## config.mk

```make
export PLATFORM = sky130hd
export DESIGN_NAME = fetch_unit_flat
export DESIGN_NICKNAME = d
export VERILOG_FILES = /design/src/rtl/fetch_unit_if.sv /design/src/rtl/fetch_unit.sv /design/src/flat_wrapper.sv
export SDC_FILE = /design/constraint.sdc
export NUM_CORES = 1
export LEC_CHECK = 0
export CORE_AREA = 3 3 79 81
export CTS_BUF_LIST = sky130_fd_sc_hd__clkbuf_2
export DETAILED_ROUTE_END_ITERATION = 8
export DIE_AREA = 0 0 82 84
export GPL_TIMING_DRIVEN = 0
export PLACE_DENSITY_LB_ADDON = 0.3
export RECOVER_POWER = 100
export SLEW_MARGIN = 5
export SYNTH_ARGS = -nofsm -noshare
export SYNTH_HDL_FRONTEND = slang
export SYNTH_SLANG_ARGS = --single-unit
```

## constraint.sdc

```tcl
create_clock -name clk -period 7.7 [get_ports clk]
set_input_delay 2.31 -clock clk [delete_from_list [all_inputs] [get_ports clk]]
set_output_delay 2.31 -clock clk [all_outputs]
set_load 0.02 [all_outputs]
```

## src/rtl/fetch_unit_if.sv

```systemverilog
`default_nettype none
// ============================================================================
// Module      : fetch_unit_if
// Description : Request and memory-side bus bundle for fetch_unit.
// Revision    : 1.0
// ============================================================================
interface fetch_unit_if;
    logic [15:0] program_counter;
    logic        fetch_request;
    logic [23:0] instruction_bus;
    logic        instruction_ready;
    logic [15:0] mem_address;
    logic        mem_read;
    logic        mem_ready;
    logic [7:0]  mem_data;

    // Requester / memory side
    modport master (
        output program_counter, fetch_request, mem_ready, mem_data,
        input  instruction_bus, instruction_ready, mem_address, mem_read
    );

    // Fetch unit side
    modport slave (
        input  program_counter, fetch_request, mem_ready, mem_data,
        output instruction_bus, instruction_ready, mem_address, mem_read
    );
endinterface
`default_nettype wire

```

## src/rtl/fetch_unit.sv

```systemverilog
`default_nettype none
// ============================================================================
// Module      : fetch_unit
// Description : Fetches a 24-bit big-endian instruction as three byte reads.
//               Optional next-instruction prefetch via FETCH_UNIT_PREFETCH_EN.
// Revision    : 1.0
// ============================================================================
module fetch_unit (
    input  wire logic   clk,
    input  wire logic   reset,
    fetch_unit_if.slave bus
);

    typedef enum logic [2:0] {
        S_IDLE   = 3'd0,
        S_FETCH0 = 3'd1,
        S_FETCH1 = 3'd2,
        S_FETCH2 = 3'd3,
`ifdef FETCH_UNIT_PREFETCH_EN
        S_DONE   = 3'd4,
        S_PRE0   = 3'd5,
        S_PRE1   = 3'd6,
        S_PRE2   = 3'd7
`else
        S_DONE   = 3'd4
`endif
    } state_t;

    state_t      r_state;
    state_t      w_next;
    logic [15:0] r_base;
    logic [7:0]  r_byte0;
    logic [7:0]  r_byte1;
    logic [23:0] r_instr;
    logic        w_mem_read;
    logic [15:0] w_mem_addr;

`ifdef FETCH_UNIT_PREFETCH_EN
    logic [23:0] r_buf;
    logic        r_buf_valid;
    logic        r_pend;
    logic [15:0] w_tag;
    logic        w_hit_req;
    logic        w_miss_req;

    // The buffered instruction always starts right after the last one fetched.
    assign w_tag      = r_base + 16'd3;
    assign w_hit_req  = bus.fetch_request && (bus.program_counter == w_tag);
    assign w_miss_req = bus.fetch_request && !r_pend && (bus.program_counter != w_tag);
`endif

    always_comb begin
        w_next     = r_state;
        w_mem_read = 1'b0;
        w_mem_addr = 16'h0000;
        case (r_state)
            S_IDLE: begin
                if (bus.fetch_request) begin
`ifdef FETCH_UNIT_PREFETCH_EN
                    w_next = (r_buf_valid && w_hit_req) ? S_DONE : S_FETCH0;
`else
                    w_next = S_FETCH0;
`endif
                end
            end
            S_FETCH0: begin
                w_mem_read = 1'b1;
                w_mem_addr = r_base;
                if (bus.mem_ready) w_next = S_FETCH1;
            end
            S_FETCH1: begin
                w_mem_read = 1'b1;
                w_mem_addr = r_base + 16'd1;
                if (bus.mem_ready) w_next = S_FETCH2;
            end
            S_FETCH2: begin
                w_mem_read = 1'b1;
                w_mem_addr = r_base + 16'd2;
                if (bus.mem_ready) w_next = S_DONE;
            end
            S_DONE: begin
`ifdef FETCH_UNIT_PREFETCH_EN
                w_next = S_PRE0;
`else
                w_next = S_IDLE;
`endif
            end
`ifdef FETCH_UNIT_PREFETCH_EN
            S_PRE0: begin
                w_mem_read = 1'b1;
                w_mem_addr = w_tag;
                if (w_miss_req)         w_next = S_FETCH0;
                else if (bus.mem_ready) w_next = S_PRE1;
            end
            S_PRE1: begin
                w_mem_read = 1'b1;
                w_mem_addr = w_tag + 16'd1;
                if (w_miss_req)         w_next = S_FETCH0;
                else if (bus.mem_ready) w_next = S_PRE2;
            end
            S_PRE2: begin
                w_mem_read = 1'b1;
                w_mem_addr = w_tag + 16'd2;
                if (w_miss_req)         w_next = S_FETCH0;
                else if (bus.mem_ready) w_next = (r_pend || w_hit_req) ? S_DONE : S_IDLE;
            end
`endif
            default: w_next = S_IDLE;
        endcase
    end

    always_ff @(posedge clk) begin
        if (reset) begin
            r_state <= S_IDLE;
            r_base  <= 16'h0000;
            r_byte0 <= 8'h00;
            r_byte1 <= 8'h00;
            r_instr <= 24'h000000;
`ifdef FETCH_UNIT_PREFETCH_EN
            r_buf       <= 24'h000000;
            r_buf_valid <= 1'b0;
            r_pend      <= 1'b0;
`endif
        end else begin
            r_state <= w_next;
            case (r_state)
                S_IDLE: begin
                    if (bus.fetch_request) begin
                        r_base <= bus.program_counter;
`ifdef FETCH_UNIT_PREFETCH_EN
                        // Hit or miss, the buffer is consumed or stale now.
                        r_buf_valid <= 1'b0;
                        if (r_buf_valid && w_hit_req) r_instr <= r_buf;
`endif
                    end
                end
                S_FETCH0: if (bus.mem_ready) r_byte0 <= bus.mem_data;
                S_FETCH1: if (bus.mem_ready) r_byte1 <= bus.mem_data;
                S_FETCH2: if (bus.mem_ready) r_instr <= {r_byte0, r_byte1, bus.mem_data};
`ifdef FETCH_UNIT_PREFETCH_EN
                S_PRE0, S_PRE1, S_PRE2: begin
                    if (w_miss_req) begin
                        r_base      <= bus.program_counter;
                        r_buf_valid <= 1'b0;
                        r_pend      <= 1'b0;
                    end else begin
                        if (w_hit_req) r_pend <= 1'b1;
                        if (bus.mem_ready) begin
                            if (r_state == S_PRE0) r_byte0 <= bus.mem_data;
                            if (r_state == S_PRE1) r_byte1 <= bus.mem_data;
                            if (r_state == S_PRE2) begin
                                r_pend <= 1'b0;
                                if (r_pend || w_hit_req) begin
                                    r_instr <= {r_byte0, r_byte1, bus.mem_data};
                                    r_base  <= w_tag;
                                end else begin
                                    r_buf       <= {r_byte0, r_byte1, bus.mem_data};
                                    r_buf_valid <= 1'b1;
                                end
                            end
                        end
                    end
                end
`endif
                default: ;
            endcase
        end
    end

    assign bus.instruction_bus   = r_instr;
    assign bus.instruction_ready = (r_state == S_DONE);
    assign bus.mem_read          = w_mem_read;
    assign bus.mem_address       = w_mem_addr;

endmodule
`default_nettype wire

```

## src/flat_wrapper.sv

```systemverilog
// flat-port wrapper written by rule: the top's interface ports become plain ports
module fetch_unit_flat 
  (clk, reset, bus_program_counter, bus_fetch_request, bus_mem_ready, bus_mem_data, bus_instruction_bus, bus_instruction_ready, bus_mem_address, bus_mem_read);
  fetch_unit_if bus_i ();
  input  wire logic clk;
  input  wire logic reset;
  input wire logic [$bits(bus_i.program_counter)-1:0] bus_program_counter;
  input wire logic [$bits(bus_i.fetch_request)-1:0] bus_fetch_request;
  input wire logic [$bits(bus_i.mem_ready)-1:0] bus_mem_ready;
  input wire logic [$bits(bus_i.mem_data)-1:0] bus_mem_data;
  output wire logic [$bits(bus_i.instruction_bus)-1:0] bus_instruction_bus;
  output wire logic [$bits(bus_i.instruction_ready)-1:0] bus_instruction_ready;
  output wire logic [$bits(bus_i.mem_address)-1:0] bus_mem_address;
  output wire logic [$bits(bus_i.mem_read)-1:0] bus_mem_read;
  assign bus_i.program_counter = bus_program_counter;
  assign bus_i.fetch_request = bus_fetch_request;
  assign bus_i.mem_ready = bus_mem_ready;
  assign bus_i.mem_data = bus_mem_data;
  assign bus_instruction_bus = bus_i.instruction_bus;
  assign bus_instruction_ready = bus_i.instruction_ready;
  assign bus_mem_address = bus_i.mem_address;
  assign bus_mem_read = bus_i.mem_read;
  fetch_unit u_core (.clk(clk), .reset(reset), .bus(bus_i));
endmodule
```

After elaboration in Yosys (flattened, before gate mapping)
Cells that the tools add are included.
{ "classes": {"n_addsub": 2, "multipliers": 0, "div_mod_pow": 0, "n_lt_le_gt_ge": 0, "n_eq_ne": 8, "n_shift": 0, "mux": 7, "bitwise": 0, "reduce_logical": 7} }
{ "ops": {"columns": ["op", "n"], "rows": [
  ["16-bit one-hot mux with 3 select lines", 1],
  ["16-bit by 1-bit adder with 16-bit output, second input constant", 1],
  ["16-bit by 2-bit adder with 16-bit output, second input constant", 1],
  ["3-bit 2-to-1 mux", 4],
  ["3-bit one-hot mux with 4 select lines", 1],
  ["2-bit != test, second input constant", 4],
  ["2-bit AND reduction", 4],
  ["3-bit by 2-bit == test with 1-bit output, second input constant", 2],
  ["4-bit AND reduction", 1],
  ["3-bit by 1-bit == test with 1-bit output, second input constant", 1],
  ["3-bit == test, second input constant", 1],
  ["3-bit logical NOT", 1],
  ["3-bit OR reduction", 1],
  ["1-bit 2-to-1 mux", 1]
]} }
{ "word_totals": {"ff_bits": 59, "latchBits": 0, "ram_bits": 0, "mem_bits_ro": 0, "input_bits": 28, "out_inout_bits": 42, "word_cells": 29, "n_memories": 0} }

Logic depth before layout (Yosys ltp)
Gate-level depths: netlist of the first run.
{ "depth": {"word_depth": 3, "depth_mapped": 7} }

Least setup slack after synthesis of the first run
Ideal clock, no wire load.
{ "synth_path": {"path_kind": "flip-flop to output port", "startpoint": "reg u_core.r_base[0]", "endpoint": "out bus_mem_address[10]", "arrival_time_ns": 2.234, "required_time_ns": 5.390, "setup_slack_ns": 3.156, "stages_incl_launch_ff": 5, "n_path_buf": 0, "path_cell_list": "dfxtp_1 -> ha_1 -> mux2i_1 -> or4b_1 -> o311ai_0"} }
{ "synth_via": {"elab_chain_len": 2, "elab_cells_between_ends": 3, "classes_between": "add/sub: 2; mux: 1"} }
{ "synth_rtl": {"columns": ["element", "line_no", "text"], "rows": [
  ["start: declaration", "fetch_unit.sv:31", "logic [15:0] r_base;"],
  ["start signal: assignment", "fetch_unit.sv:129", "r_base <= bus.program_counter;"],
  ["16-bit by 2-bit adder with 16-bit output or 16-bit by 1-bit adder with 16-bit output (tied branches)", "fetch_unit.sv:78, fetch_unit.sv:73", null],
  ["16-bit one-hot mux with 3 select lines (*)", "fetch_unit.sv:56", "case (r_state)"],
  ["end: declaration", "flat_wrapper.sv:13", "output wire logic [$bits(bus_i.mem_address)-1:0] bus_mem_address;"]
]} }
Every way passes the cells marked *; elsewhere a longest branch is shown, timed or not.

Worst setup path after layout of the first run
{ "layout_path": {"startpoint": "reg u_core.r_base[0]", "endpoint": "out bus_mem_address[12]"} }
Same word-level chain as after synthesis.

==> metrics.md, run 1 <==
| Metric | Value |
|---|---|
| Core area | `5540 µm²` |
| CTS sink count | `59` |
| Synthesized flop and latch total | `59` |
| Worst EP required | `5.39 ns` |
| Pre-CTS WS | `2.65 ns` |
| CP Buf/Inv Count | `1` |
| Final HPWL DP | `5750 µm` |
| Clk pin slew, worst setup/hold paths | `0.17 ns` |
| RR Endpoint | `u_core.bus.instruction_bus[1]` |
| Via density per instance | `5.55` |
| CP startpoint | `u_core.r_base[0]` |
| Postcts setup bufs | `0` |
| FF-to-FF setup slack | `5.70 ns` |
| Cell Area, Synth | `2750 µm²` |
| Cell Area, Placed | `3520 µm²` |
| Area added between synthesis and finish | `31.0%` |
| Worst Skew | `0.0189 ns` |
| Met2 Wirelength | `3470 µm` |
| Synth top area cells | `dfxtp_1 43%, nand2_1 15%, a21oi_1 9.5%` |
| IO Count | `70` |
| Leakage power | `1.38 nW` |
| Die W | `82 µm` |
| Setup CP Type | `register to output pin` |
| Drt wl/cell | `14.8 µm` |
| Final Critical Period | `5.64 ns` |
| Sequential cell area fraction in the yosys report | `0.429` |
| Hold Vio Cnt, Final | `0` |
| Max Freq | `0.177 GHz` |
| CTS Buf Count | `9` |
| Final WL | `7710 µm` |
| Mean Syn Cell Area | `7.54 µm²` |
| Worst Hold Path Cells | `2` |
| CTS root buf | `clkbuf_2` |
| Period utilisation layout | `0.732` |
| CTS Hold Bufs | `0` |
| Final non-filler cell area | `3610 µm²` |
| DRC | `0` |
| DR WL met3 | `562 µm` |
| Die extent in y | `84 µm` |
| Top-count cell post-synth | `nand2_1` |
| Number of port buffers | `68` |
| Placer Congestion | `0.925` |
| CP top delay family | `simple AND/OR/NAND/NOR gates` |
| Global-route wire length before repair | `12,800 µm` |
| H-tree depth | `3` |
| Slew Limit Fails | `0` |
| R2r startpoint | `u_core.r_state[2]` |
| Multi-input combinational cell area | `1430 µm²` |
| Synth area leader | `dfxtp_1` |
| Initial antenna violation count | `0` |
| Layout cells sized above 1 | `0.0579` |
| Vias in the first global route | `2,749` |
| Largest net degree at the start of global routing | `12` |
| DRT antenna net count | `0` |
| R2R depth | `7` |
| Asr flop ratio synth | `0` |
| Max IR drop VDD | `0.132 mV` |
| Worst min path class | `register to register` |
| Startpoint Class | `register` |
| Syn Nets | `395` |
| Final Power | `0.590 mW` |
| WP data arrival | `3.33 ns` |
| WL met1 | `3530 µm` |
| DR iter-0 viols | `213` |
| Clock Latency Late Sink | `0.47 ns` |
| Critical Path Max Stage Delay | `0.71 ns` |
| Antenna cell count | `0` |
| Post-layout util | `0.651` |
| Slew HR | `0.614` |
| Worst path cell trace | `ha_1, mux2i_1, or4b_1, or3_1, o21ai_0, dlygate4sd3_1` |
| Synth cell types | `41` |
| Predominant post-synthesis flop cell | `dfxtp_1` |
| Outcome | `finished clean` |
| Pwr dens | `164 nW/µm²` |
| Unrepaired setup endpoints after global routing | `no` |
| Top Metal Used | `met4` |
| Pre-Repair DR Iteration Count | `6` |
| Flip-flop and latch area | `1180 µm²` |
| GRT Resource Usage Total | `0.238` |
| Gr ovfl total | `0` |
| Layout Nets | `474` |
| Row count | `27` |
| Worst Hold Path EP | `u_core.bus.instruction_bus[8]` |
| Die area | `6890 µm²` |
| Resize count post-CTS | `0` |
| Post-synth top cells | `107 x nand2_1, 59 x dfxtp_1, 52 x a21oi_1` |
| Critical path's slowest cell | `dlygate4sd3_1` |
| Max-Cap Viols | `0` |
| Fillers | `514` |
| Crit end category | `output pin` |
| Final worst slack | `2.06 ns` |
| Syn. warnings | `0` |
| Starting Density | `0.497` |
| Worst slew pin tran | `0.577 ns` |
| Number of enable flip-flop cells after synthesis | `0` |
| Setup Viol. Count Final | `0` |
| Via Count | `2,892` |
| Post-synthesis cell count | `365` |
| Yosys top cell area share | `0.429` |
| Hold_sp | `u_core.r_byte1[0]` |
| Clock tree buffer depth | `2` |
| Crit path max fanout | `8` |
| CTS tree | `done` |
| Total negative setup slack | `0 ns` |
==> layer usage <==
metal / vias up / global-route usage
met1: 1353 / 0.330
met4: 0 / 0.0937
met2: 109 / 0.351
met5: - / 0
met3: 19 / 0.0583
li1: 1411 / -
==> registers in the layout, summed over array words and instances, names as in the netlist <==
register                    flops
u_core.bus.instruction_bus     24
u_core.r_byte1                  8
u_core.r_byte0                  8
u_core.r_state                  3
u_core.r_base                  16
==> where the power goes <==
group | total [mW] | switching (mW) | internal [mW]
Clock | 0.159 | 0.118 | 0.0411
Sequential | 0.326 | 0.00975 | 0.316
Combinational | 0.105 | 0.0616 | 0.0433
==> layout make-up <==
cell class	count	area share
multi-input combinational	273	0.397
sequential	59	0.328
clock inverter	7	0.0121
clock buffer	9	0.0125
inverter	3	0.00312
timing repair buffer	68	0.189
buffer	30	0.0340
tap	72	0.0250
==> cell usage in the layout, fill, tap and decap left out, drive strengths merged, types with 2 or more instances in the layout <==
cell	n
a22oi	3
nand4	5
o21ai	7
and3	3
clkdlybuf4s50	25
clkinv	4
nor2	19
ha	2
mux2i	10
nor3b	3
nand3	9
a31oi	4
nand3b	2
o211ai	5
nor3	4
clkbuf	31
buf	8
dlygate4sd3	43
a21oi	52
dfxtp	59
nor2b	7
a21o	2
and4	2
o31ai	2
xor2	4
or3	2
o311ai	4
nand2	107
inv	4
clkinvlp	2
==> worst max-delay path by stage <==
| stage | to | slack (ns) | cells past startpoint |
|---|---|---|---|
| detailed placement | bus_mem_address[10] | 2.65 | 5 |
| floorplan | bus_mem_address[10] | 3.16 | 4 |
| global route | bus_mem_address[12] | 1.90 | 6 |
| global placement | bus_mem_address[10] | 2.66 | 5 |
| finish | bus_mem_address[12] | 2.06 | 6 |
| CTS | bus_mem_address[10] | 2.09 | 5 |
==> worst register-to-register path: stages, from the launching register on <==
cell	delay [ns]
dfxtp_1	0.34
buf_2	0.17
nor2b_1	0.34
and3_1	0.22
clkbuf_1	0.23
clkbuf_1	0.36
nand2_1	0.15
a21oi_1	0.14
==> through the flow <==
| step | hold WS, ns | std cells |
|---|---|---|
| 4_1_cts | 0.461 | 521 |
| 3_3_place_gp | 0.443 | 505 |
| 5_1_grt | 0.478 | 521 |
| 6_report | 0.457 | 521 |
| 2_1_floorplan | 0.431 | 365 |
| 3_5_place_dp | 0.447 | 505 |
==> logic make-up after synthesis <==
logic type / after synthesis / share of synthesized area
compound gates: 86 / 0.184
buf+inv: 33 / 0.0509
flops: 59 / 0.429
fa+ha+maj: 2 / 0.00909
xor+xnor: 5 / 0.0159
simple gates: 169 / 0.270
mux: 11 / 0.0405
No activity file was read; power rests on OpenSTA's default activity.
==> run 2: changes to the inputs <==
==> constraint.sdc (replaced) <==
create_clock -name clk -period 5.6 [get_ports clk]
set_input_delay 1.68 -clock clk [delete_from_list [all_inputs] [get_ports clk]]
set_output_delay 1.68 -clock clk [all_outputs]
set_load 0.02 [all_outputs]
==> results of run 2 <==
Same layout as run 1 (identical final DEF). Status: finished clean.
Main changes from that run: setup slack after placement 2.65 ns -> 1.18 ns; setup slack after layout 2.06 ns -> 0.591 ns; register-to-register setup slack 5.70 ns -> 3.60 ns; total power 0.590 mW -> 0.811 mW; worst IR drop on VDD 0.132 mV -> 0.181 mV
==> run 3: changes to the inputs <==
--- a/config.mk
+++ b/config.mk
@@ -16,3 +16,4 @@
 export SYNTH_ARGS = -nofsm -noshare
 export SYNTH_HDL_FRONTEND = slang
 export SYNTH_SLANG_ARGS = --single-unit
+export TNS_END_PERCENT = 10
==> constraint.sdc (replaced) <==
create_clock -name clk -period 5.5 [get_ports clk]
set_input_delay 1.65 -clock clk [delete_from_list [all_inputs] [get_ports clk]]
set_output_delay 1.65 -clock clk [all_outputs]
set_load 0.02 [all_outputs]
==> results of run 3 <==
Same layout as run 1 (identical final DEF). Status: finished clean.
Main changes from that run: setup slack after placement 2.65 ns -> 1.11 ns; setup slack after layout 2.06 ns -> 0.521 ns; register-to-register setup slack 5.70 ns -> 3.50 ns; total power 0.590 mW -> 0.826 mW; worst IR drop on VDD 0.132 mV -> 0.184 mV
